--- config.mk ---
export PLATFORM = sky130hd
export DESIGN_NAME = uart_cmd_parser
export DESIGN_NICKNAME = d
export VERILOG_FILES = /design/src/rtl/uart_cmd_parser.sv
export SDC_FILE = /design/constraint.sdc
export NUM_CORES = 1
export LEC_CHECK = 0
export CAP_MARGIN = 10
export CORE_ASPECT_RATIO = 0.9
export CORE_MARGIN = 2
export CORE_UTILIZATION = 52
export CTS_BUF_LIST = sky130_fd_sc_hd__clkbuf_4 sky130_fd_sc_hd__clkbuf_8
export CTS_CLUSTER_SIZE = 8
export DETAILED_ROUTE_END_ITERATION = 12
export PLACE_DENSITY = 0.89
export SLEW_MARGIN = 20
export SYNTH_ARGS = -nofsm -noshare
export SYNTH_HDL_FRONTEND = slang
export SYNTH_SLANG_ARGS = --single-unit
--- constraint.sdc ---
create_clock -name CLK -period 3.4 [get_ports CLK]
set_input_delay 0.51 -clock CLK [delete_from_list [all_inputs] [get_ports CLK]]
set_output_delay 0.51 -clock CLK [all_outputs]
set_load 0.05 [all_outputs]
--- src/rtl/uart_cmd_parser.sv ---
// uart_cmd_parser
//
// Turns the byte stream from the serial receiver into register-bus strobes.
// The line protocol is strict ASCII hex:
//   "W<addr><data>\n"  write  (exactly ADDR_W/4 and DATA_W/4 hex digits)
//   "R<addr>\n"        read request
// The command letters may be upper or lower case. CR is ignored anywhere in
// a line. LF always ends the line. A line that does not match the protocol
// is thrown away and reported with a single err pulse. An empty line is
// ignored quietly.
//
// Ports
//   CLK      system clock
//   RST      asynchronous active-low reset
//   rx_flag  one-cycle "byte complete" pulse from the receiver
//   rx_char  received byte, valid from the cycle after rx_flag
//   wr_en    one-cycle write strobe
//   rd_en    one-cycle read-request strobe
//   addr     command address, held from one strobe to the next
//   wdata    write data, updated only together with wr_en
//   err      one-cycle pulse when a line is rejected
//   busy     high while a line is partly parsed
module uart_cmd_parser #(
  parameter int ADDR_W = 8,
  parameter int DATA_W = 8
) (
  input  logic              CLK,
  input  logic              RST,
  input  logic              rx_flag,
  input  logic [7:0]        rx_char,
  output logic              wr_en,
  output logic              rd_en,
  output logic [ADDR_W-1:0] addr,
  output logic [DATA_W-1:0] wdata,
  output logic              err,
  output logic              busy
);

  localparam int ADDR_DIG = ADDR_W / 4;
  localparam int DATA_DIG = DATA_W / 4;
  localparam int MAX_DIG  = (ADDR_DIG > DATA_DIG) ? ADDR_DIG : DATA_DIG;
  localparam int CNT_W    = $clog2(MAX_DIG + 1);

  localparam logic [7:0] CH_LF = 8'h0A;
  localparam logic [7:0] CH_CR = 8'h0D;

  typedef enum logic [1:0] {
    S_IDLE,
    S_ADDR,
    S_DATA,
    S_FLUSH
  } state_t;

  state_t            state, state_nxt;
  logic              flag_d;
  logic              op_wr, op_wr_nxt;      // 1 = write line, 0 = read line
  logic [CNT_W-1:0]  cnt, cnt_nxt;          // digits taken in the current field
  logic [ADDR_W-1:0] addr_sh, addr_sh_nxt;
  logic [DATA_W-1:0] data_sh, data_sh_nxt;
  logic [ADDR_W-1:0] addr_nxt;
  logic [DATA_W-1:0] wdata_nxt;
  logic              wr_nxt, rd_nxt, err_nxt;

  logic              is_hex;
  logic [3:0]        nib;
  logic              is_lf, is_cr;
  logic              addr_full, data_full;

  // Hex decode. For 'A'-'F' and 'a'-'f' the low nibble of the character
  // code is 1..6, so adding 9 gives 10..15.
  always_comb begin
    is_hex = 1'b0;
    nib    = 4'd0;
    if (rx_char >= 8'h30 && rx_char <= 8'h39) begin
      is_hex = 1'b1;
      nib    = rx_char[3:0];
    end else if ((rx_char >= 8'h41 && rx_char <= 8'h46) ||
                 (rx_char >= 8'h61 && rx_char <= 8'h66)) begin
      is_hex = 1'b1;
      nib    = rx_char[3:0] + 4'd9;
    end
  end

  assign is_lf     = (rx_char == CH_LF);
  assign is_cr     = (rx_char == CH_CR);
  assign addr_full = (cnt == CNT_W'(ADDR_DIG));
  assign data_full = (cnt == CNT_W'(DATA_DIG));

  // Next-state and strobe logic. A byte is acted on only in the cycle after
  // rx_flag (flag_d high), so each byte is taken exactly once.
  // NOTE: every signal assigned below gets a default first, so no path can
  // leave one unassigned and infer a latch.
  always_comb begin
    state_nxt   = state;
    op_wr_nxt   = op_wr;
    cnt_nxt     = cnt;
    addr_sh_nxt = addr_sh;
    data_sh_nxt = data_sh;
    addr_nxt    = addr;
    wdata_nxt   = wdata;
    wr_nxt      = 1'b0;
    rd_nxt      = 1'b0;
    err_nxt     = 1'b0;

    if (flag_d && !is_cr) begin
      unique case (state)
        S_IDLE: begin
          if (rx_char == "W" || rx_char == "w" ||
              rx_char == "R" || rx_char == "r") begin
            state_nxt   = S_ADDR;
            op_wr_nxt   = (rx_char == "W" || rx_char == "w");
            cnt_nxt     = '0;
            addr_sh_nxt = '0;
          end else if (!is_lf) begin
            state_nxt = S_FLUSH;
          end
          // A bare LF is an empty line: no pulse, stay idle.
        end

        S_ADDR: begin
          if (!addr_full) begin
            if (is_hex) begin
              addr_sh_nxt = (addr_sh << 4) | ADDR_W'(nib);
              cnt_nxt     = cnt + CNT_W'(1);
            end else if (is_lf) begin
              state_nxt = S_IDLE;
              err_nxt   = 1'b1;
            end else begin
              state_nxt = S_FLUSH;
            end
          end else if (op_wr && is_hex) begin
            // The first data digit arrives here and starts the data field.
            state_nxt   = S_DATA;
            data_sh_nxt = DATA_W'(nib);
            cnt_nxt     = CNT_W'(1);
          end else if (!op_wr && is_lf) begin
            state_nxt = S_IDLE;
            rd_nxt    = 1'b1;
            addr_nxt  = addr_sh;
          end else if (is_lf) begin
            // Write line with no data field.
            state_nxt = S_IDLE;
            err_nxt   = 1'b1;
          end else begin
            state_nxt = S_FLUSH;
          end
        end

        S_DATA: begin
          if (!data_full) begin
            if (is_hex) begin
              data_sh_nxt = (data_sh << 4) | DATA_W'(nib);
              cnt_nxt     = cnt + CNT_W'(1);
            end else if (is_lf) begin
              state_nxt = S_IDLE;
              err_nxt   = 1'b1;
            end else begin
              state_nxt = S_FLUSH;
            end
          end else if (is_lf) begin
            state_nxt = S_IDLE;
            wr_nxt    = 1'b1;
            addr_nxt  = addr_sh;
            wdata_nxt = data_sh;
          end else begin
            state_nxt = S_FLUSH;
          end
        end

        S_FLUSH: begin
          if (is_lf) begin
            state_nxt = S_IDLE;
            err_nxt   = 1'b1;
          end
        end

        default: state_nxt = S_IDLE;
      endcase
    end
  end

  // flag_d is a plain delay of rx_flag with no gating, so a new pulse is
  // never lost even if it lands while the previous byte is being taken.
  // NOTE: sequential state is written with non-blocking assignments so every
  // register samples the values from before the edge.
  always_ff @(posedge CLK or negedge RST) begin
    if (!RST) begin
      state   <= S_IDLE;
      flag_d  <= 1'b0;
      op_wr   <= 1'b0;
      cnt     <= '0;
      addr_sh <= '0;
      data_sh <= '0;
      addr    <= '0;
      wdata   <= '0;
      wr_en   <= 1'b0;
      rd_en   <= 1'b0;
      err     <= 1'b0;
    end else begin
      state   <= state_nxt;
      flag_d  <= rx_flag;
      op_wr   <= op_wr_nxt;
      cnt     <= cnt_nxt;
      addr_sh <= addr_sh_nxt;
      data_sh <= data_sh_nxt;
      addr    <= addr_nxt;
      wdata   <= wdata_nxt;
      wr_en   <= wr_nxt;
      rd_en   <= rd_nxt;
      err     <= err_nxt;
    end
  end

  assign busy = (state != S_IDLE);

endmodule

; ---- Word-level counts from Yosys, hierarchy flattened
; Index checks and enable logic that the tools add are counted.
; W data, S select, Z words.
[totals]
in_bits = 11
output_inout_bits = 20
reg_bits = 41
wordCells = 120
[op_classes]
add_sub_neg = 2
n_eq_ne = 24
order_cmp = 6
n_reduce_logical = 24
bitwise_logic = 2
muxes = 51
[ops]
columns = cell, n
row1 = $mux W8, 12
row2 = $pmux W8 S2, 3
row3 = $eq A8 B7 Y1 const B, 4
row4 = $mux W2, 14
row5 = $ne A2 B2 Y1 const B, 12
row6 = $mux W1, 17
row7 = $eq A8 B4 Y1 const B, 2
row8 = $ge A8 B7 Y1 const B, 2
row9 = $le A8 B7 Y1 const B, 2
row10 = $or A8 B4 Y8, 2
row11 = $reduce_and A5 Y1, 2
row12 = $ge A8 B6 Y1 const B, 1
row13 = $le A8 B6 Y1 const B, 1
row14 = $mux W4, 2
row15 = $pmux W2 S4, 1
row16 = $reduce_and A7 Y1, 1
row17 = $eq A2 B2 Y1 const B, 3
row18 = $logic_and A1 B1 Y1, 6
row19 = $ne A3 B3 Y1 const B, 2
row20 = $pmux W2 S3, 1
row21 = $reduce_and A3 Y1, 2
row22 = $reduce_and A6 Y1, 1
row23 = $reduce_bool A2 Y1, 3
row24 = $add A4 B4 Y4 const B, 1
row25 = 8 further kinds, 12

; ---- Longest topological paths before layout
; Gate-level depths: netlist of run 1.
[logic_depth]
word_depth = 10
depth_mapped = 9
mapped_depth_nobuf = 7

; ---- Least setup slack after synthesis of run 1
; OpenSTA, ideal clock, no wires.
[synth_path]
path_type = input port to flip-flop
start = input port rx_char[7]
end = register wdata[0]
slack_ns = 1.328
required_time_ns = 3.272
stages = 5
arrival_ns = 1.944
path_cell_list = or4_4 -> nor3_2 -> nand2_1 -> nor2_8 -> mux2_1
[synth_via]
elab_chain_cells = 4
elab_cells_between_ends = 5
[synth_lines]
columns = element, line_no
row1 = start: declaration, 30  ; input logic [7:0] rx_char,
row2 = $eq A8 B4 Y1, 85  ; assign is_cr = (rx_char == CH_CR);
row3 = $logic_not A1 Y1, 105  ; if (flag_d && !is_cr) begin
row4 = $logic_and A1 B1 Y1, 105
row5 = $reduce_and A4 Y1 (no source line) (*), -
row6 = end signal: assignment, 207  ; wdata <= wdata_nxt;
row7 = end: declaration, 34  ; output logic [DATA_W-1:0] wdata,
; Mark *: on every way between the ends. The rest lies on a longest branch, timed or not.
; A chain may end at the register's enable or synchronous reset.

; ---- Worst setup path after layout of run 1
[layout_path]
start = input port rx_char[3]
end = register addr[7]
[layout_via]
elab_chain_cells = 8
elab_cells_between_ends = 22
[layout_lines]
columns = element, line_no
row1 = $ge A8 B7 Y1 (tied with other cells), 77  ; end else if ((rx_char >= 8'h41 && rx_char <= 8'h46) ||
row2 = "$logic_and A1 B1 Y1, on equally long branches", "77, 78"
row3 = $logic_or A1 B1 Y1, 77
row4 = $mux W1, 77
row5 = $mux W1, 74  ; if (rx_char >= 8'h30 && rx_char <= 8'h39) begin
row6 = $logic_and A1 B1 Y1, 131  ; end else if (op_wr && is_hex) begin
row7 = $ne A2 B2 Y1 (no source line), -
row8 = $reduce_and A7 Y1 (no source line) (*), -
row9 = end signal: assignment, 206  ; addr <= addr_nxt;
row10 = end: declaration, 33  ; output logic [ADDR_W-1:0] addr,
; Marked as above.

==> results of run 1 <==
power groups by stage:
stage                     logic [µW]  clock network (µW)  registers (µW)
after CTS                        485                 382             602
final                            492                 374             602
after floorplan                  375                   0             592
after global routing             546                 399             612
after global placement           470                   0             606
after detailed placement         479                   0             612
cell families (layout without fill, tap and decap cells):
group	Yosys count	count (layout)
mux	27	27
buf+inv	28	59
fa+ha+maj	9	9
compound gates	44	44
simple gates	60	60
flops	41	41
layout make-up:
| cell class | instances | area [µm²] |
|---|---|---|
| Timing Repair Buffer | 31 | 303 |
| Multi-Input combinational cell | 140 | 1050 |
| Clock inverter | 2 | 35.0 |
| Inverter | 21 | 78.8 |
| Tap cell | 48 | 60.1 |
| Fill cell | 331 | 1450 |
| Clock buffer | 5 | 68.8 |
| Sequential cell | 41 | 1030 |
registers in the layout (all words and copies together) (netlist names):
signal and flops:
addr 8, addr_sh 8, cnt 2, data_sh 8, err 1, flag_d 1, op_wr 1, rd_en 1
state 2, wdata 8, wr_en 1
cells in the final DEF, fill, tap and decap left out, drive strengths merged, types with 2 or more instances in the layout:
cell and n:
o21ai 14, nand2 23, or4 2, clkdlybuf4s50 29
nand4bb 2, nand2b 2, nor3 8, dfrtp 41
nor2b 2, buf 2, a22oi 2, inv 21
o31a 2, o311ai 2, a21boi 2, nor2 8
a21oi 9, o22ai 2, mux2i 10, nand3 3
or2 2, mux2 17, ha 9, clkbuf 5
worst max-delay path, cell delays in order:
cell and delay, ns:
clkdlybuf4s50_1 0.63, inv_2 0.11, or4_1 0.55, nor3_1 0.14, and4_1 0.45, mux2_1 0.37
metrics by stage:
| stage | utilization (%) | instance area, µm² | hold WS (ns) |
|---|---|---|---|
| floorplan | - | 2200 | 0.214 |
| global placement | 61.9 | 2520 | 0.465 |
| detailed placement | 61.9 | 2520 | 0.474 |
| CTS | 64.4 | 2630 | 0.356 |
| global route | 64.4 | 2630 | 0.401 |
| finish | 64.4 | 2630 | 0.327 |
layer usage:
metal / global-route usage [%] / vias up
li1: - / 802
met1: 25.5 / 787
met2: 35.8 / 58
met3: 3.83 / 9
met4: 8.10 / 0
met5: 0 / -
path summary, 6_finish.rpt:
path | depth (start not counted) | to | start | slack (ns)
max | 6 | addr[7] | rx_char[3] | 0.80
min | 1 | err | RST | 0.33
max reg2reg | 6 | addr[7] | state[1] | 1.21
min reg2reg | 1 | wdata[4] | wdata[4] | 0.48
max in group asynchronous | 1 | wdata[1] | RST | 2.53
min in group CLK | 1 | wdata[4] | wdata[4] | 0.48
==> impl_metrics.json, run 1 <==
{
  "status": "finished, final reports clean",
  "dieArea_mm2": 0.00477,
  "crit_type": "in2reg",
  "fin_crit_sh_pct": 76.5,
  "place_ws_ns": 0.542,
  "synthSimpleGateAreaFrac_pct": 16.6,
  "routed_wl_um": 4380,
  "netlist_instances": 209,
  "fin_ws_ns": 0.799,
  "met1_length_um": 1820,
  "arrival_ns": 2.77,
  "power_leakage_uw": 0.00123,
  "max_freq_mhz": 385,
  "grt_max_degree": 42,
  "gp_congestion": 0.885,
  "hold_viol": 0,
  "wl_met2_um": 2210,
  "crit_required_ns": 3.57,
  "yosysUniqueCellTypes": 54,
  "synthAdderAreaFrac_pct": 5.12,
  "tritoncts": "done",
  "drc_errors": 0,
  "wire_per_inst_um": 15.2,
  "grt.total_usage_pct": 20.7,
  "clockBufferDepth": 2,
  "vias": 1656,
  "switching_share_pct": 34.9,
  "cellPowerDensity_mw_per_mm2": 559,
  "ys_ff_latch": 41,
  "min_period_ns": 2.60,
  "yosys-top-cells-count": "dfrtp_1, nand2_1, inv_1, mux2_1, o21ai_1",
  "synthMuxAreaShare_pct": 13.3,
  "synthFlopType": "dfrtp_1",
  "dieWidth_um": 72.6,
  "insertion_delay_ns": 0.29,
  "cts_buffers": 5,
  "power_switching_uw": 512,
  "path_clk_slew_ns": 0.07,
  "synth_area_leaders": "dfrtp_1, mux2_1, ha_1",
  "intPower_uw": 955,
  "power.clock.fraction_pct": 25.5,
  "fp-row-count": 22,
  "setup.worst_path.end_class": "flop",
  "yosysTopAreaCellShare_pct": 46.6,
  "synth_edf_count": 0,
  "grt_pass1_wl_um": 7510,
  "slew_headroom_pct": 42.4,
  "htree_levels": 2,
  "finClkSkew_ns": 0.00439,
  "route.met3.wl_um": 276,
  "stdcell_count": 288,
  "yosys_warnings": 0,
  "synth-xor-area-share_pct": 0,
  "ctsResizeCount": 0,
  "io_buffers": 30,
  "drive_above_1_share_pct": 8.75,
  "power.total_uw": 1470,
  "dp_hpwl_um": 3250,
  "vdd_drop_max_mv": 0.449,
  "rsz0062_at_grt": "false",
  "nNetsFinal": 260,
  "boundaryPins": 31,
  "dp_cells": 281,
  "dieHeight_um": 65.7,
  "synthToLayoutAreaGrowth_pct": 19.3,
  "synth.avg_cell_area_um2": 10.5,
  "start_kind": "input pin",
  "drtIter0Drc": 103,
  "antenna_found_initial": 0,
  "pwr-share-seq_pct": 41.0,
  "tightest_slew_ns": 0.864,
  "synth_seq_area_share_pct": 46.6,
  "setup_viol": 0,
  "synth_top_family_by_area": "simple AND/OR/NAND/NOR gates",
  "viasPerCell": 5.75,
  "finalSetupTns_ns": 0,
  "cts_hold_buf": 0,
  "yosysTopAreaCell": "dfrtp_1",
  "clkSinkCount": 41,
  "ys_async_sr_fraction_pct": 100,
  "grt-ovfl-total": 0,
  "coreArea_mm2": 0.00407,
  "drt-pass1-iter-count": 4,
  "min_path_type": "in2async",
  "first_global_vias": 1605,
  "syn-cell-area_mm2": 0.00220,
  "start_util_pct": 54.0,
  "synth_nets": 229,
  "cts_root_buffer": "clkbuf_8",
  "slew_viol_final": 0,
  "p_comb_share_pct": 33.5,
  "drv_cap": 0,
  "critPathMaxFanout": 8,
  "n_antenna_cell": 0,
  "maxUsedRoutingLayer": "met4",
  "synth_compound_area_share_pct": 13.0,
  "yosysMostFrequentCell": "dfrtp_1",
  "post_cts_buffers": 0,
  "postRouteAntennaNets": 0
}
No activity file was read; power rests on OpenSTA's default activity.
==> run 2: changes to the inputs <==
--- a/config.mk
+++ b/config.mk
@@ -8,11 +8,11 @@
 export CAP_MARGIN = 10
 export CORE_ASPECT_RATIO = 0.9
 export CORE_MARGIN = 2
-export CORE_UTILIZATION = 52
+export CORE_UTILIZATION = 51
 export CTS_BUF_LIST = sky130_fd_sc_hd__clkbuf_4 sky130_fd_sc_hd__clkbuf_8
 export CTS_CLUSTER_SIZE = 8
 export DETAILED_ROUTE_END_ITERATION = 12
-export PLACE_DENSITY = 0.89
+export PLACE_DENSITY = 0.9
 export SLEW_MARGIN = 20
 export SYNTH_ARGS = -nofsm -noshare
 export SYNTH_HDL_FRONTEND = slang
==> constraint.sdc (replaced) <==
create_clock -name CLK -period 2.2 [get_ports CLK]
set_input_delay 0.33 -clock CLK [delete_from_list [all_inputs] [get_ports CLK]]
set_output_delay 0.33 -clock CLK [all_outputs]
set_load 0.05 [all_outputs]
==> run 2 against run 1 <==
Compared with the run above: non-clock buffer count increased by 26; global-route usage shrank 0.23 points; cell area increased by 8.4%; first-iteration DRC count up 63%; register-to-register slack worse by 0.96 ns; hold slack got worse by 0.17 ns; final cell count rose by 9.0%; sequential power is 53% higher; clock skew is essentially flat; critical path type unchanged; largest power group unchanged; highest routed layer unchanged.
==> impl_metrics.json, run 2 (synthesis gave the netlist of run 1 again) <==
{
  "status": "finished, final reports clean",
  "tritoncts": "done",
  "crit_type": "in2reg",
  "postRouteAntennaNets": 0,
  "dieWidth_um": 73.2,
  "grt-ovfl-total": 0,
  "drv_cap": 0,
  "clockBufferDepth": 2,
  "min_period_ns": 2.12,
  "dieHeight_um": 66.3,
  "clkSinkCount": 41,
  "viasPerCell": 5.56,
  "grt.total_usage_pct": 20.5,
  "dpl_cell_area_mm2": 0.00274,
  "nNetsFinal": 286,
  "fp-row-count": 22,
  "slew_viol_final": 0,
  "start_util_pct": 53.6,
  "fin_crit_sh_pct": 96.4,
  "finalSetupTns_ns": 0,
  "final_cell_mix": "dfrtp_1, clkdlybuf4s50_1, buf_4, nand2_1, inv_1",
  "drt-pass1-iter-count": 4,
  "n_antenna_cell": 0,
  "setup_viol": 0,
  "drc_errors": 0,
  "arrival_ns": 2.32,
  "routed_wl_um": 4490,
  "finClkSkew_ns": 0.00469,
  "hold_viol": 0,
  "power_leakage_uw": 0.00137,
  "final_common_cell": "dfrtp_1",
  "dieArea_mm2": 0.00486,
  "crit_required_ns": 2.40,
  "first_global_vias": 1655,
  "power.total_uw": 2290,
  "cts_root_buffer": "clkbuf_8",
  "drive_above_1_share_pct": 19.5,
  "gp_congestion": 0.954,
  "met1_length_um": 2050,
  "vias": 1747,
  "htree_levels": 2,
  "path_clk_slew_ns": 0.08,
  "antenna_found_initial": 0,
  "grt_max_degree": 42,
  "insertion_delay_ns": 0.29,
  "grt_pass1_wl_um": 7600,
  "route.met3.wl_um": 220,
  "wire_per_inst_um": 14.3,
  "drtIter0Drc": 168,
  "io_buffers": 30,
  "max_freq_mhz": 472,
  "synthToLayoutAreaGrowth_pct": 29.4,
  "wl_met2_um": 2140,
  "tightest_slew_ns": 0.870,
  "cellPowerDensity_mw_per_mm2": 805,
  "slew_headroom_pct": 42.0,
  "start_kind": "input pin",
  "coreArea_mm2": 0.00410,
  "rsz0062_at_grt": "true",
  "boundaryPins": 31,
  "cts_hold_buf": 0,
  "critPathMaxFanout": 8,
  "cts_buffers": 5,
  "r2r_cells": 7,
  "dp_hpwl_um": 3420,
  "design_area_mm2": 0.00285,
  "min_path_type": "in2async",
  "maxUsedRoutingLayer": "met4",
  "vdd_drop_max_mv": 0.677,
  "setup.worst_path.end_class": "flop"
}
## run 2: what timing repair did
action,CTS,global route
buffers inserted,0,0
gates resized for setup,0,5
setup endpoints to repair,0,21
## run 2: worst max-delay path, stage by stage
cell and delay, ns:
clkdlybuf4s50_1 0.43, or4_4 0.57, o31a_1 0.36, nand4_1 0.14
a21o_1 0.13, buf_12 0.14, mux2i_2 0.22
## run 2: area by class of cell
cell class | count | area [µm²]
sequential | 41 | 1030
fill | 288 | 1250
clock buffer | 6 | 82.6
inverter | 21 | 78.8
timing repair buffer | 57 | 523
tap | 48 | 60.1
clock inverter | 1 | 7.51
multi-input combinational | 140 | 1070
## run 2: path summary, 6_finish.rpt
path	from	to	slack [ns]
worst min register to register	addr[7]	addr[7]	0.49
worst max register to register	state[0]	addr[1]	0.25
min in group CLK	rx_flag	flag_d	0.48
max in group asynchronous	RST	cnt[1]	1.50
worst min-delay path	RST	addr[5]	0.15
worst max-delay path	rx_char[7]	data_sh[0]	0.08
## run 2: stage by stage
step | hold slack [ns] | util [%] | setup WS, ns | instances
final | 0.153 | 69.4 | 0.0795 | 314
after global routing | 0.230 | 69.4 | -0.00602 | 314
after CTS | 0.182 | 69.0 | 0.0266 | 314
after detailed placement | 0.474 | 66.8 | -0.245 | 307
after global placement | 0.464 | 66.8 | -0.206 | 307
after floorplan | 0.0344 | - | 0.291 | 209
## run 2: per-layer routing
layer,GRT usage (%),vias up
met5,0,-
met4,4.86,0
met3,5.18,8
met2,33.6,60
met1,27.1,824
li1,-,855
## run 2: power by group
group / switching, µW / total (µW) / internal [µW]
Clock: 246 / 494 / 248
Combinational: 500 / 877 / 378
Sequential: 70.7 / 919 / 848
Total: 817 / 2290 / 1470
==> run 3: changes to the inputs <==
--- a/config.mk
+++ b/config.mk
@@ -6,9 +6,11 @@
 export NUM_CORES = 1
 export LEC_CHECK = 0
 export CAP_MARGIN = 10
+export CELL_PAD_IN_SITES_DETAIL_PLACEMENT = 0
+export CELL_PAD_IN_SITES_GLOBAL_PLACEMENT = 1
 export CORE_ASPECT_RATIO = 0.9
 export CORE_MARGIN = 2
-export CORE_UTILIZATION = 51
+export CORE_UTILIZATION = 40
 export CTS_BUF_LIST = sky130_fd_sc_hd__clkbuf_4 sky130_fd_sc_hd__clkbuf_8
 export CTS_CLUSTER_SIZE = 8
 export DETAILED_ROUTE_END_ITERATION = 12
==> run 3 against run 2 <==
Compared with the run above: first-iteration DRC count shrank 55%; wire length grew 2.2%; register-to-register slack gained 0.02 ns; clock power grew 1%; critical path type unchanged; largest cell class unchanged.
==> impl_metrics.json, run 3 (synthesis gave the netlist of run 1 again) <==
{
  "synthToLayoutAreaGrowth_pct": 32.4,
  "grt_max_degree": 42,
  "dieHeight_um": 74.4,
  "drive_above_1_share_pct": 20.8,
  "cp_slowest_cell": "or4_1",
  "coreArea_mm2": 0.00529,
  "tightest_slew_ns": 0.904,
  "path_cells": "clkdlybuf4s50_1, buf_4, or4_1, nor3_2, and4_2, buf_12, mux2_1",
  "postRouteAntennaNets": 0,
  "setup_viol": 0,
  "nNetsFinal": 289,
  "antenna_found_initial": 0,
  "slew_headroom_pct": 39.7,
  "clockBufferDepth": 2,
  "drt-pass1-iter-count": 4,
  "slew_viol_final": 0,
  "setup.worst_path.end_class": "flop",
  "viasPerCell": 5.21,
  "fillers": 446,
  "grt_pass1_wl_um": 7950,
  "htree_levels": 2,
  "vdd_drop_max_mv": 0.655,
  "cts_hold_buf": 0,
  "boundaryPins": 31,
  "path_clk_slew_ns": 0.08,
  "drc_errors": 0,
  "fp-row-count": 25,
  "crit_type": "in2reg",
  "power_leakage_uw": 0.00138,
  "insertion_delay_ns": 0.29,
  "start_kind": "input pin",
  "design_area_mm2": 0.00291,
  "clkSinkCount": 41,
  "finClkSkew_ns": 0.00824,
  "drtIter0Drc": 76,
  "io_buffers": 30,
  "min_period_ns": 2.13,
  "status": "finished, final reports clean",
  "cellPowerDensity_mw_per_mm2": 787,
  "multi_input_area_mm2": 0.00107,
  "arrival_ns": 2.30,
  "first_global_vias": 1742,
  "dieArea_mm2": 0.00611,
  "start_util_pct": 41.6,
  "wire_per_inst_um": 13.6,
  "final_cell_mix": "dfrtp_1, buf_4, clkdlybuf4s50_1, nand2_1, inv_1",
  "routed_wl_um": 4580,
  "tritoncts": "done",
  "grt-ovfl-total": 0,
  "vias": 1752,
  "hold_viol": 0,
  "cts_root_buffer": "clkbuf_8",
  "n_antenna_cell": 0,
  "critPathMaxStageDelay_ns": 0.52,
  "grt.total_usage_pct": 17.1,
  "critPathMaxFanout": 8,
  "crit_required_ns": 2.37,
  "final_common_cell": "dfrtp_1",
  "max_freq_mhz": 469,
  "drv_cap": 0,
  "finalSetupTns_ns": 0,
  "fin_crit_sh_pct": 96.9,
  "cts_buffers": 5,
  "gp_congestion": 0.881,
  "rsz0062_at_grt": "false",
  "dp_hpwl_um": 3550,
  "min_path_type": "in2async",
  "dieWidth_um": 82.2,
  "seqCellArea_mm2": 0.00103,
  "dpl_cell_area_mm2": 0.00280
}
-- run 3: cell count changes in the layout (fill, tap and decap cells not counted), sizes merged --
cell,delta
buf,+3
-- run 3: repair_timing --
| action | in CTS | in global routing |
|---|---|---|
| setup buffers | 0 | 0 |
| resized for setup | 0 | 6 |
| endpoints found under the hold margin | 0 | 0 |
| endpoints found under the setup margin | 0 | 25 |
-- run 3: per-stage QoR --
step	setup WS [ns]	total power (µW)	std cells	utilization, %	hold slack, ns
2_1_floorplan	0.291	1490	209	-	0.0344
3_3_place_gp	-0.254	1770	329	52.9	0.462
3_5_place_dp	-0.274	1790	329	52.9	0.470
4_1_cts	0.0366	2300	336	54.6	0.195
5_1_grt	0.00946	2470	336	55.1	0.241
6_report	0.0673	2290	336	55.1	0.168
-- run 3: area by class of cell --
type	instances	share of cell area (%)
multi-input cells	140	36.9
clock buffers	6	2.84
repair buffers	60	19.2
well taps	67	2.88
clock inverters	1	0.258
inverters	21	2.71
flip-flops and latches	41	35.2
-- run 3: final timing paths --
check	startpoint	endpoint	slack [ns]	depth (start not counted)
max	rx_char[7]	addr[0]	0.07	7
min	RST	addr_sh[1]	0.17	1
max reg2reg	state[1]	addr[0]	0.27	7
min reg2reg	wdata[4]	wdata[4]	0.49	1
max in group asynchronous	RST	data_sh[2]	1.47	1
min in group CLK	rx_flag	flag_d	0.47	1
-- run 3: worst max-delay path: cells and delay by family --
kind,cells,cell delay [ns]
multiplexers,1,0.32
AND/OR/NAND/NOR,3,0.94
buffers and inverters,3,0.70
-- run 3: power by group --
part,internal (µW),switching [µW],leakage (µW),total (µW)
Sequential,848,69.5,0.000564,918
Clock,248,252,0.0000433,500
Combinational,382,491,0.000777,872
Total,1480,812,0.00138,2290
-- run 3: metal layers --
| metal | share of wire [%] | vias to the layer above | global-route usage [%] |
|---|---|---|---|
| li1 | - | 863 | - |
| met1 | 45 | 833 | 22.8 |
| met2 | 49 | 52 | 27.8 |
| met3 | 5.3 | 4 | 4.49 |
| met4 | 0.63 | 0 | 4.26 |
| met5 | 0 | - | 0 |
